### config.mk
export PLATFORM = sky130hd
export DESIGN_NAME = ccd_timing_gen
export DESIGN_NICKNAME = d
export VERILOG_FILES = /design/src/rtl/ccd_timing_gen.sv
export SDC_FILE = /design/constraint.sdc
export NUM_CORES = 1
export LEC_CHECK = 0
export CAP_MARGIN = 30
export CORE_MARGIN = 1.5
export CORE_UTILIZATION = 30
export DETAILED_ROUTE_END_ITERATION = 12
export PLACE_DENSITY_LB_ADDON = 0.25
export SYNTH_ARGS = -nofsm -noshare
export SYNTH_HDL_FRONTEND = slang
export SYNTH_SLANG_ARGS = --single-unit
### constraint.sdc
create_clock -name sys_clk -period 6.86 [get_ports sys_clk]
set_input_delay 0.686 -clock sys_clk [delete_from_list [all_inputs] [get_ports sys_clk]]
set_output_delay 0.686 -clock sys_clk [all_outputs]
set_load 0.01 [all_outputs]
### src/rtl/ccd_timing_gen.sv
// Programmable CCD pixel-clock timing generator: phase counter with shadowed
// per-pixel config, run/graceful-stop control, AFE strobes, pixel and line markers.
module ccd_timing_gen #(
    parameter int         PH_W  = 4,
    parameter int         PIX_W = 12,
    parameter logic [4:0] POL   = 5'b11000
) (
    input  logic               sys_clk,
    input  logic               sys_rst_n,
    input  logic               en,
    input  logic [PH_W-1:0]    cfg_period,
    input  logic [5*PH_W-1:0]  cfg_rise,
    input  logic [5*PH_W-1:0]  cfg_fall,
    input  logic [PIX_W-1:0]   cfg_ppl,
    output logic               f2,
    output logic               rs,
    output logic               cp,
    output logic               shp,
    output logic               shd,
    output logic               pix_stb,
    output logic               line_start,
    output logic [PIX_W-1:0]   pix_cnt,
    output logic               busy
);

    typedef enum logic [1:0] {IDLE, RUN, STOP} state_t;

    state_t              state, state_nxt;
    logic [PH_W-1:0]     ph, ph_nxt;
    logic [PIX_W-1:0]    pix_nxt;
    logic [PH_W-1:0]     sh_period;
    logic [5*PH_W-1:0]   sh_rise, sh_fall;
    logic [PIX_W-1:0]    sh_ppl;
    logic [PH_W-1:0]     per_p;
    logic [PIX_W-1:0]    ppl_l;
    logic                last_ph, load, gen;
    logic [4:0]          act, tim_p1;

    // Degenerate settings are clamped so the counters always have a sane wrap point.
    assign per_p   = (sh_period < PH_W'(2)) ? PH_W'(2) : sh_period;
    assign ppl_l   = (sh_ppl == '0) ? PIX_W'(1) : sh_ppl;
    assign last_ph = (ph == per_p - PH_W'(1));
    assign gen     = (state != IDLE);

    function automatic logic in_window(input logic [PH_W-1:0] r, input logic [PH_W-1:0] f,
                                       input logic [PH_W-1:0] p, input logic [PH_W-1:0] cur);
        logic hit;
        if (r == f || r >= p || f > p)
            hit = 1'b0;
        else if (r < f)
            hit = (cur >= r) && (cur < f);
        else
            hit = (cur >= r) || (cur < f);
        return hit;
    endfunction

    always_comb begin
        act = '0;
        for (int i = 0; i < 5; i++)
            act[i] = gen && in_window(sh_rise[i*PH_W +: PH_W], sh_fall[i*PH_W +: PH_W], per_p, ph);
    end

    always_comb begin
        state_nxt = state;
        ph_nxt    = ph;
        pix_nxt   = pix_cnt;
        load      = 1'b0;
        case (state)
            IDLE: begin
                ph_nxt  = '0;
                pix_nxt = '0;
                load    = 1'b1;
                if (en)
                    state_nxt = RUN;
            end
            RUN, STOP: begin
                if (last_ph) begin
                    ph_nxt  = '0;
                    load    = 1'b1;
                    pix_nxt = (pix_cnt >= ppl_l - PIX_W'(1)) ? '0 : pix_cnt + PIX_W'(1);
                end else begin
                    ph_nxt = ph + PH_W'(1);
                end
                // Only the en level on the final phase decides whether another pixel follows.
                if (state == RUN && !en)
                    state_nxt = last_ph ? IDLE : STOP;
                else if (state == STOP && en)
                    state_nxt = RUN;
                else if (state == STOP && last_ph)
                    state_nxt = IDLE;
                if (state_nxt == IDLE)
                    pix_nxt = '0;
            end
            default: state_nxt = IDLE;
        endcase
    end

    always_ff @(posedge sys_clk or negedge sys_rst_n) begin
        if (!sys_rst_n) begin
            state      <= IDLE;
            ph         <= '0;
            pix_cnt    <= '0;
            tim_p1     <= POL;
            busy       <= 1'b0;
            pix_stb    <= 1'b0;
            line_start <= 1'b0;
        end else begin
            state      <= state_nxt;
            ph         <= ph_nxt;
            pix_cnt    <= pix_nxt;
            tim_p1     <= act ^ POL;
            busy       <= gen;
            pix_stb    <= gen && last_ph;
            line_start <= gen && (ph == '0) && (pix_cnt == '0);
        end
    end

    // Shadow config: captured at start of run and at every phase-0 boundary.
    always_ff @(posedge sys_clk) begin
        if (load) begin
            sh_period <= cfg_period;
            sh_rise   <= cfg_rise;
            sh_fall   <= cfg_fall;
            sh_ppl    <= cfg_ppl;
        end
    end

    assign {shd, shp, cp, rs, f2} = tim_p1;

endmodule

==> results.md, run 1 <==
- Setup_tns: 0 ns
- Critical path, cell by cell: or4_1 -> or4_4 -> nor2_2 -> a31oi_1 -> ha_1 -> nand2_1 -> nor2_1 -> xnor2_1 -> ha_1 -> nand4_1 -> nor4_1 -> nor4_2 -> o2111ai_1 -> nor2_1 -> a211o_1
- PD cells: 405.4 nW/um2
- Clock Latency Late Sink: 0.35 ns
- Post-place setup slack: 2.473 ns
- Tmin final: 4.399 ns
- Crit Reg-Reg Startpoint: sh_ppl[4]$_DFFE_PP_
- Final Total Pwr: 0.002948 W
- Most common cell in the synthesized netlist: ha_1
- Number of diodes: 0
- Max-slew headroom: 0.3888
- Final hold violations: 0
- Fmax: 227.3 MHz
- Placed Instances: 877
- Resized cells post-CTS: 0
- Total global routing track utilization: 0.1397
- Clock Pin Slew Worst Setup and Hold Paths: 0.07 ns
- Worst Tran Pin Value: 0.9158 ns
- Synth cell types: 58
- Average vias per placed instance: 4.779
- Clk sinks: 82
- Final std cells w/o fill: 893
- Largest net degree at the start of global routing: 57
- Status: completed
- CP Launch Type: register
- Syn Nets: 716
- Critical Path Source: sh_ppl[4]$_DFFE_PP_
- RSZ-0062 raised after global routing: no
- Synth Warn #: 0
- R2r setup slk: 2.46 ns
- Cts hold-fix bufs: 0
- Total number of vias: 4268
- Yosys reg bits: 82
- Critical Path AT: 4.64 ns
- Slowest library cell on the worst path: o2111ai_1
- First-pass GRT wire length: 21.96 mm
- Lkg Pwr: 3.286 nW
- Commonest cells in the netlist: ha_1, edfxtp_1, inv_1, a21oi_1, o21ai_0
- CP endpoint: pix_cnt[10]$_DFFE_PN0P_
- Reg2reg path depth: 15
- DRC Markers: 0
- Row count: 50
- Fin crit share: 0.6413
- Max Cap Viol: 0
- Critical path depth: 15
- H-tree depth: 3
- Post-synth EDFFs: 56
- Number of global-route vias before repair: 4372
- Initial antenna violation count: 0
- Share of the synthesized area in the top cell type: 0.2876
- Crit path capture type: register
- PortBufs: 78
- Critical path peak fanout: 11
- Detailed Place HPWL: 9.806 mm
- Crit Reg-Reg Endpoint: pix_cnt[10]$_DFFE_PN0P_
- Die H: 142.6 um
- Dominant cells by area after synthesis: edfxtp_1, ha_1, dfrtp_1, inv_1, nand2b_1
- TritonCTS clock tree: yes
- Worst path required time: 7.10 ns
- Gate Count Post-Synth: 540
- Syn Area/Cell: 10.83 um2
- Setup Crit Path Kind: reg2reg
- Grt ovf: 0
- Min-Delay Path Depth: 1
- Root Driver: clkbuf_16
- WP buf/inv: 0
- Cell taking the most area after synthesis: edfxtp_1
- Worst VDD drop: 0.1812 mV
- # IOs: 79
- Biggest cell delay along the critical path: 0.75 ns
- Iteration-0 DRC Markers: 152
- Routed wire per std cell: 14.83 um
- DIE AREA: 20340 um2
- Post-synthesis sequential area ratio: 0.3993
- FFs w/ async S/R, synth: 0.3171
- Final worst slack: 2.461 ns
- Total Wirelength: 13.24 mm
- Nets: 804
- Post-CTS Setup Bufs: 0
- Fill cell count: 1869
- Starting Density: 0.3095
- Layout cell share with drive strength beyond 1: 0.05845
- Clk buf depth: 2
- Clock skew: 0.01254 ns
- Final setup fails: 0
- Hold WC Path Type: reg2reg
- Drt pass-1 iters: 4
- Ys flop type: edfxtp_1
- Die Width: 142.6 um
- Antenna viol nets, final: 0
- Clock buffer count from CTS: 9
- Crit-path leading delay family: simple AND/OR/NAND/NOR gates
- Cell Area, Synth: 5847 um2
- Layout area overhead: 24.35%
- Final Max Slew Viols: 0
- Core Region: 18890 um2
- Gpl congestion: 0.8302
-- cells by family after synthesis --
group / synth area share
AOI/OAI and AO/OA: 0.1359
xor gates and xnor gates: 0.01648
adders and majority gates: 0.2591
buffers and inverters: 0.03959
DFF: 0.3993
muxes: 0.004279
and+or+nand+nor: 0.1453
-- report_power, final --
part	total, W	internal (W)	leakage (nW)	switching, W
clock network	0.000519	0.000320	0.147	0.000199
registers	0.000935	0.000772	0.899	0.000163
logic	0.00149	0.000655	2.24	0.000839
total	0.00295	0.00175	3.29	0.00120
-- cell type report --
type                            instances  area (um2)  share of cell area
Clock buffer                           12       236.5             0.03252
Sequential cell                        82        2335              0.3211
Multi-Input combinational cell        399        3288              0.4522
Timing Repair Buffer                   81       803.3              0.1105
Inverter                               55       206.4             0.02839
Clock inverter                          4       76.32             0.01050
Tap cell                              260       325.3             0.04474
-- worst register-to-register path, delay by kind of cell, from the launching register on --
family | cells | cell delay [ns]
simple gates | 9 | 2.03
compound gates | 3 | 1.16
fa+ha+maj | 2 | 0.53
flops | 1 | 0.45
xor+xnor | 1 | 0.14
-- per-layer routing --
| metal | track usage | vias to the layer above | share of wire |
|---|---|---|---|
| met5 | 0 | - | 0 |
| met4 | 0.04721 | 0 | 0.017 |
| met3 | 0.02725 | 21 | 0.037 |
| met2 | 0.2427 | 75 | 0.49 |
| met1 | 0.1727 | 2002 | 0.46 |
| li1 | - | 2170 | - |
-- how the worst min path moves through the flow --
stage                             from                       to
2_1_floorplan                sys_rst_n           busy$_DFF_PN0_
3_3_place_gp         ph[0]$_DFFE_PN0P_        ph[0]$_DFFE_PN0P_
3_5_place_dp         ph[0]$_DFFE_PN0P_        ph[0]$_DFFE_PN0P_
4_1_cts        pix_cnt[11]$_DFFE_PN0P_  pix_cnt[11]$_DFFE_PN0P_
5_1_grt        pix_cnt[11]$_DFFE_PN0P_  pix_cnt[11]$_DFFE_PN0P_
6_report        pix_cnt[1]$_DFFE_PN0P_   pix_cnt[1]$_DFFE_PN0P_
-- state kept, by name, indices dropped and copies added (netlist names) --
signal	count
tim_p1	5
sh_rise	20
busy	1
sh_period	4
ph	4
sh_ppl	12
line_start	1
pix_cnt	12
sh_fall	20
state	2
pix_stb	1
-- through the flow --
stage	util	hold WS [ns]	cell area, um2
after floorplan	-	0.3904	5847
after global placement	0.3683	0.6014	6958
after detailed placement	0.3683	0.6124	6958
after CTS	0.3848	0.6319	7271
after global routing	0.3848	0.6608	7271
final	0.3848	0.6328	7271
-- cell usage in the layout (no fill, tap or decap), drive strengths merged, types with 8 or more instances in the layout --
cell type,n
a21o,11
a21oi,31
clkbuf,12
clkdlybuf4s50,78
dfrtp,24
edfxtp,56
ha,117
inv,55
nand2,16
nand2b,28
nand3,11
nor2,23
nor2b,21
nor3,11
o21ai,29
xnor2,8
Power figures use the tool's default switching activity.
==> run 2, diff against run 1 <==
clock period = 4.1 ns   (was 6.86 ns; I/O delays follow)
==> run 2 against run 1 <==
Net effect: non-clock buffer count increased by 7; final cell count increased by 0.78%; core utilization increased by 0.66 points; critical path type unchanged; highest routed layer unchanged.
==> results.md, run 2 (synthesis gave the netlist of run 1 again) <==
- Fin area: 7396 um2
- Crit Reg-Reg Endpoint: pix_cnt[11]$_DFFE_PN0P_
- Hold WC Path Type: in2async
- Placed Instances: 881
- Reg2reg path depth: 16
- Root Driver: clkbuf_16
- Number of diodes: 0
- # IOs: 79
- Gpl congestion: 0.8258
- CP Launch Type: register
- Drt pass-1 iters: 4
- Crit path capture type: register
- Nets: 811
- Average vias per placed instance: 4.849
- DRC Markers: 0
- Tmin final: 3.882 ns
- Worst path required time: 4.39 ns
- Final setup fails: 0
- Clock skew: 0.01314 ns
- Total global routing track utilization: 0.1373
- Max Cap Viol: 0
- Worst Tran Pin Value: 0.7720 ns
- Antenna viol nets, final: 0
- Max-slew headroom: 0.4837
- Final std cells w/o fill: 900
- Critical path peak fanout: 5
- Clock Pin Slew Worst Setup and Hold Paths: 0.07 ns
- Setup Crit Path Kind: reg2reg
- Clk sinks: 82
- Grt ovf: 0
- R2r setup slk: 0.22 ns
- Core Region: 18890 um2
- Critical path, cell by cell: or4_4 -> or4_4 -> nor2_4 -> a31oi_4 -> ha_4 -> xnor2_1 -> ha_1 -> a211o_1 -> a31oi_1 -> nor4_2 -> nor4_2 -> o2111ai_2 -> buf_6 -> buf_4 -> a21oi_1 -> a21o_1
- Slowest library cell on the worst path: or4_4
- Crit Reg-Reg Startpoint: sh_ppl[5]$_DFFE_PP_
- Clock buffer count from CTS: 9
- Row count: 50
- Worst VDD drop: 0.3461 mV
- Final Max Slew Viols: 0
- Total Wirelength: 13.48 mm
- WP buf/inv: 2
- Final hold violations: 0
- Status: completed
- Number of global-route vias before repair: 4475
- Largest registers: sh_fall (20), sh_rise (20)
- Layout cell share with drive strength beyond 1: 0.08594
- Iteration-0 DRC Markers: 156
- Largest net degree at the start of global routing: 57
- Most common cell after layout, fill and taps aside: ha_1
- Crit-path leading delay family: simple AND/OR/NAND/NOR gates
- Routed wire per std cell: 14.98 um
- Most frequent cells in the layout: ha_1, clkdlybuf4s50_1, edfxtp_1
- DIE AREA: 20340 um2
- Clock Latency Late Sink: 0.35 ns
- PortBufs: 78
- PD cells: 673.0 nW/um2
- Biggest cell delay along the critical path: 0.56 ns
- Critical Path AT: 4.17 ns
- Fmax: 257.6 MHz
- Starting Density: 0.3095
- Initial antenna violation count: 0
- Clk buf depth: 2
- Lkg Pwr: 3.324 nW
- H-tree depth: 3
- Die H: 142.6 um
- Layout area overhead: 26.49%
- Setup_tns: 0 ns
- Post-DP Area: 7000 um2
- First-pass GRT wire length: 21.75 mm
- Total number of vias: 4364
- TritonCTS clock tree: yes
- Die Width: 142.6 um
- Fin crit share: 0.9468
- Detailed Place HPWL: 9.923 mm
==> run 2: area by class of cell <==
type | count | area (um2)
fillers | 1872 | 11500
multi-input cells | 399 | 3357
flip-flops and latches | 82 | 2335
repair buffers | 88 | 875.8
well taps | 260 | 325.3
clock buffers | 10 | 229.0
inverters | 55 | 206.4
clock inverters | 6 | 67.56
==> run 2: metal layers <==
layer  part of all wire  up-vias  GRT usage
met5                  0        -          0
met4              0.012        0    0.04069
met3              0.037       13    0.02961
met2               0.48       86     0.2376
met1               0.47     2081     0.1710
li1                   -     2184          -
==> run 2: worst max path at each step <==
| stage | slack [ns] | start | depth (start not counted) | to |
|---|---|---|---|---|
| after floorplan | 0.15 | sh_period[2]$_DFFE_PP_ | 8 | sh_fall[0]$_DFFE_PP_ |
| after global placement | 0.19 | sh_ppl[5]$_DFFE_PP_ | 15 | pix_cnt[2]$_DFFE_PN0P_ |
| after detailed placement | 0.10 | sh_ppl[5]$_DFFE_PP_ | 15 | pix_cnt[5]$_DFFE_PN0P_ |
| after CTS | 0.08 | sh_ppl[5]$_DFFE_PP_ | 16 | pix_cnt[8]$_DFFE_PN0P_ |
| after global routing | -0.04 | sh_ppl[5]$_DFFE_PP_ | 16 | pix_cnt[11]$_DFFE_PN0P_ |
| final | 0.22 | sh_ppl[5]$_DFFE_PP_ | 16 | pix_cnt[11]$_DFFE_PN0P_ |
==> run 2: power breakdown <==
group	internal (W)	total (W)	switching, W
Clock	0.000474	0.000821	0.000347
Combinational	0.00116	0.00260	0.00144
Sequential	0.00129	0.00156	0.000274
Total	0.00292	0.00498	0.00206
==> run 2: through the flow <==
stage	total power (W)	utilization	setup slack (ns)	hold slack [ns]
after global placement	0.004026	0.3705	0.1893	0.5917
final	0.004978	0.3915	0.2180	0.5102
after CTS	0.004993	0.3862	0.08475	0.5348
after global routing	0.005487	0.3915	-0.04005	0.5712
after detailed placement	0.004132	0.3705	0.1023	0.6079
after floorplan	0.003349	-	0.1494	0.1144
==> run 2: repair_timing <==
item                                    4_1_cts  5_1_grt
endpoints found under the setup margin        0       12
setup buffers                                 0        2
gates resized for setup                       0       17
endpoints found under the hold margin         0        0
hold buffers                                  0        0
==> run 3, diff against run 2 <==
CORE_MARGIN = default   (was 1.5)
==> run 3 against run 2 <==
Net effect: clock-buffer cell count unchanged; global-route usage is 0.30 points higher; clock power is 7.9% lower; sequential cell count unchanged; routed wire length shrank 1.7%; maximum frequency down 0.68%; first-iteration DRC count rose by 9.0%; core utilization decreased by 0.52 points; critical path type unchanged; largest cell class unchanged; largest power group unchanged.
==> results.md, run 3 (synthesis gave the netlist of run 1 again) <==
- Status: completed
- Setup Crit Path Kind: reg2reg
- Clock buffer count from CTS: 9
- Switching share of total power: 0.4169
- Grt ovf: 0
- Max Used Layer: met4
- Nets: 808
- Critical path peak fanout: 11
- Final hold violations: 0
- Biggest cell delay along the critical path: 0.56 ns
- Tmin final: 3.909 ns
- First-pass GRT wire length: 21.80 mm
- Final Max Slew Viols: 0
- Crit-path leading delay family: simple AND/OR/NAND/NOR gates
- Gpl congestion: 0.8224
- Largest registers: sh_fall (20), sh_rise (20)
- Seq pwr share: 0.319
- Row count: 50
- TritonCTS clock tree: yes
- Die H: 141.6 um
- Starting Density: 0.3095
- Cts hold-fix bufs: 0
- Worst VDD drop: 0.3173 mV
- Clock Latency Late Sink: 0.35 ns
- Clk buf depth: 2
- Antenna viol nets, final: 0
- # IOs: 79
- Fmax: 255.8 MHz
- Total global routing track utilization: 0.1403
- Clock skew: 0.01198 ns
- Most frequent CP cell: or4_4
- Final std cells w/o fill: 897
- Fin crit share: 0.9533
- Combinational power share: 0.526
- Layout area overhead: 24.82%
- Worst Tran Pin Value: 0.7202 ns
- CP Launch Type: register
- Switching power total: 0.002033 W
- Number of global-route vias before repair: 4344
- Lkg Pwr: 3.292 nW
- Final Total Pwr: 0.004875 W
- Average vias per placed instance: 4.771
- DRC Markers: 0
- PD cells: 668.0 nW/um2
- Worst path required time: 4.34 ns
- Clk pwr share: 0.155
- Layout cell share with drive strength beyond 1: 0.07692
- Total number of vias: 4280
- Number of diodes: 0
- Final setup fails: 0
- Slowest library cell on the worst path: or4_4
- Total Wirelength: 13.25 mm
- RSZ-0062 raised after global routing: no
- Placed Instances: 881
- Crit path capture type: register
- Met2 routed WL: 6.564 mm
- Detailed Place HPWL: 9.843 mm
- Max Cap Viol: 0
- Largest net degree at the start of global routing: 57
- WP buf/inv: 1
- Most common cell after layout, fill and taps aside: ha_1
- Root Driver: clkbuf_16
- Die Width: 141.6 um
- Setup_tns: 0 ns
- Core Region: 18890 um2
- Hold WC Path Type: in2async
- Critical path, cell by cell: or4_4 -> or4_4 -> nor2_2 -> a31oi_1 -> ha_2 -> nand2_1 -> nor2_1 -> xnor2_1 -> ha_1 -> nand4_1 -> nor4_1 -> nor4_2 -> o2111ai_1 -> buf_4 -> nor3b_2 -> a211o_1
- Clock Pin Slew Worst Setup and Hold Paths: 0.07 ns
- H-tree depth: 3
- Critical Path AT: 4.15 ns
- Met3 wire length: 447 um
- Initial antenna violation count: 0
- DIE AREA: 20050 um2
- Drt pass-1 iters: 4
- Clk sinks: 82
- Max-slew headroom: 0.5199
- Routed wire per std cell: 14.77 um
- PortBufs: 78
- Iteration-0 DRC Markers: 170
- WL met1: 6.050 mm
- Internal power: 0.002843 W
- Most frequent cells in the layout: ha_1, clkdlybuf4s50_1, edfxtp_1
## run 3: cell count changes in the layout (fill, tap and decap cells not counted), sizes merged
cell,delta
buf,-3
bufinv,-1
clkinv,+1
## run 3: cell type report
cell class	count	area [um2]
multi-input cells	399	3314
flip-flops and latches	82	2335
clock inverters	6	42.54
repair buffers	85	845.8
fillers	1889	11590
well taps	260	325.3
inverters	55	206.4
clock buffers	10	229.0
## run 3: path summary, 6_finish.rpt
check | start | to | cells past startpoint | slack [ns]
worst max-delay path | sh_ppl[5]$_DFFE_PP_ | pix_cnt[8]$_DFFE_PN0P_ | 16 | 0.19
worst min-delay path | sys_rst_n | pix_cnt[7]$_DFFE_PN0P_ | 2 | 0.46
worst max register to register | sh_ppl[5]$_DFFE_PP_ | pix_cnt[8]$_DFFE_PN0P_ | 16 | 0.19
worst min register to register | pix_cnt[11]$_DFFE_PN0P_ | pix_cnt[11]$_DFFE_PN0P_ | 1 | 0.64
max in group asynchronous | sys_rst_n | tim_p1[4]$_DFF_PN1_ | 2 | 3.30
min in group sys_clk | cfg_fall[8] | sh_fall[8]$_DFFE_PP_ | 1 | 0.61
## run 3: layer usage
metal,vias up,GRT usage
met1,2008,0.1729
met4,0,0.04358
met2,83,0.2463
li1,2172,-
met5,-,0
met3,17,0.02700
## run 3: through the flow
step | cell area, um2 | util | setup WS [ns] | hold WS, ns
finish | 7298 | 0.3863 | 0.1913 | 0.4561
detailed placement | 7000 | 0.3705 | 0.07484 | 0.6303
CTS | 7272 | 0.3849 | 0.04653 | 0.4648
global route | 7298 | 0.3863 | 0.007377 | 0.4885
floorplan | 5849 | - | 0.1494 | 0.1144
global placement | 7000 | 0.3705 | 0.2112 | 0.6015
## run 3: repair_timing
item                                    in CTS  in global routing
setup buffers                                0                  0
endpoints found under the setup margin       0                  7
gates resized for setup                      0                  6
## run 3: power by group through the flow
stage          combinational (W)  sequential (W)  clock [W]
3_5_place_dp             0.00256         0.00158          0
2_1_floorplan            0.00185         0.00150          0
6_report                 0.00256         0.00156   0.000756
3_3_place_gp             0.00244         0.00158          0
5_1_grt                  0.00298         0.00160   0.000813
4_1_cts                  0.00259         0.00156   0.000781
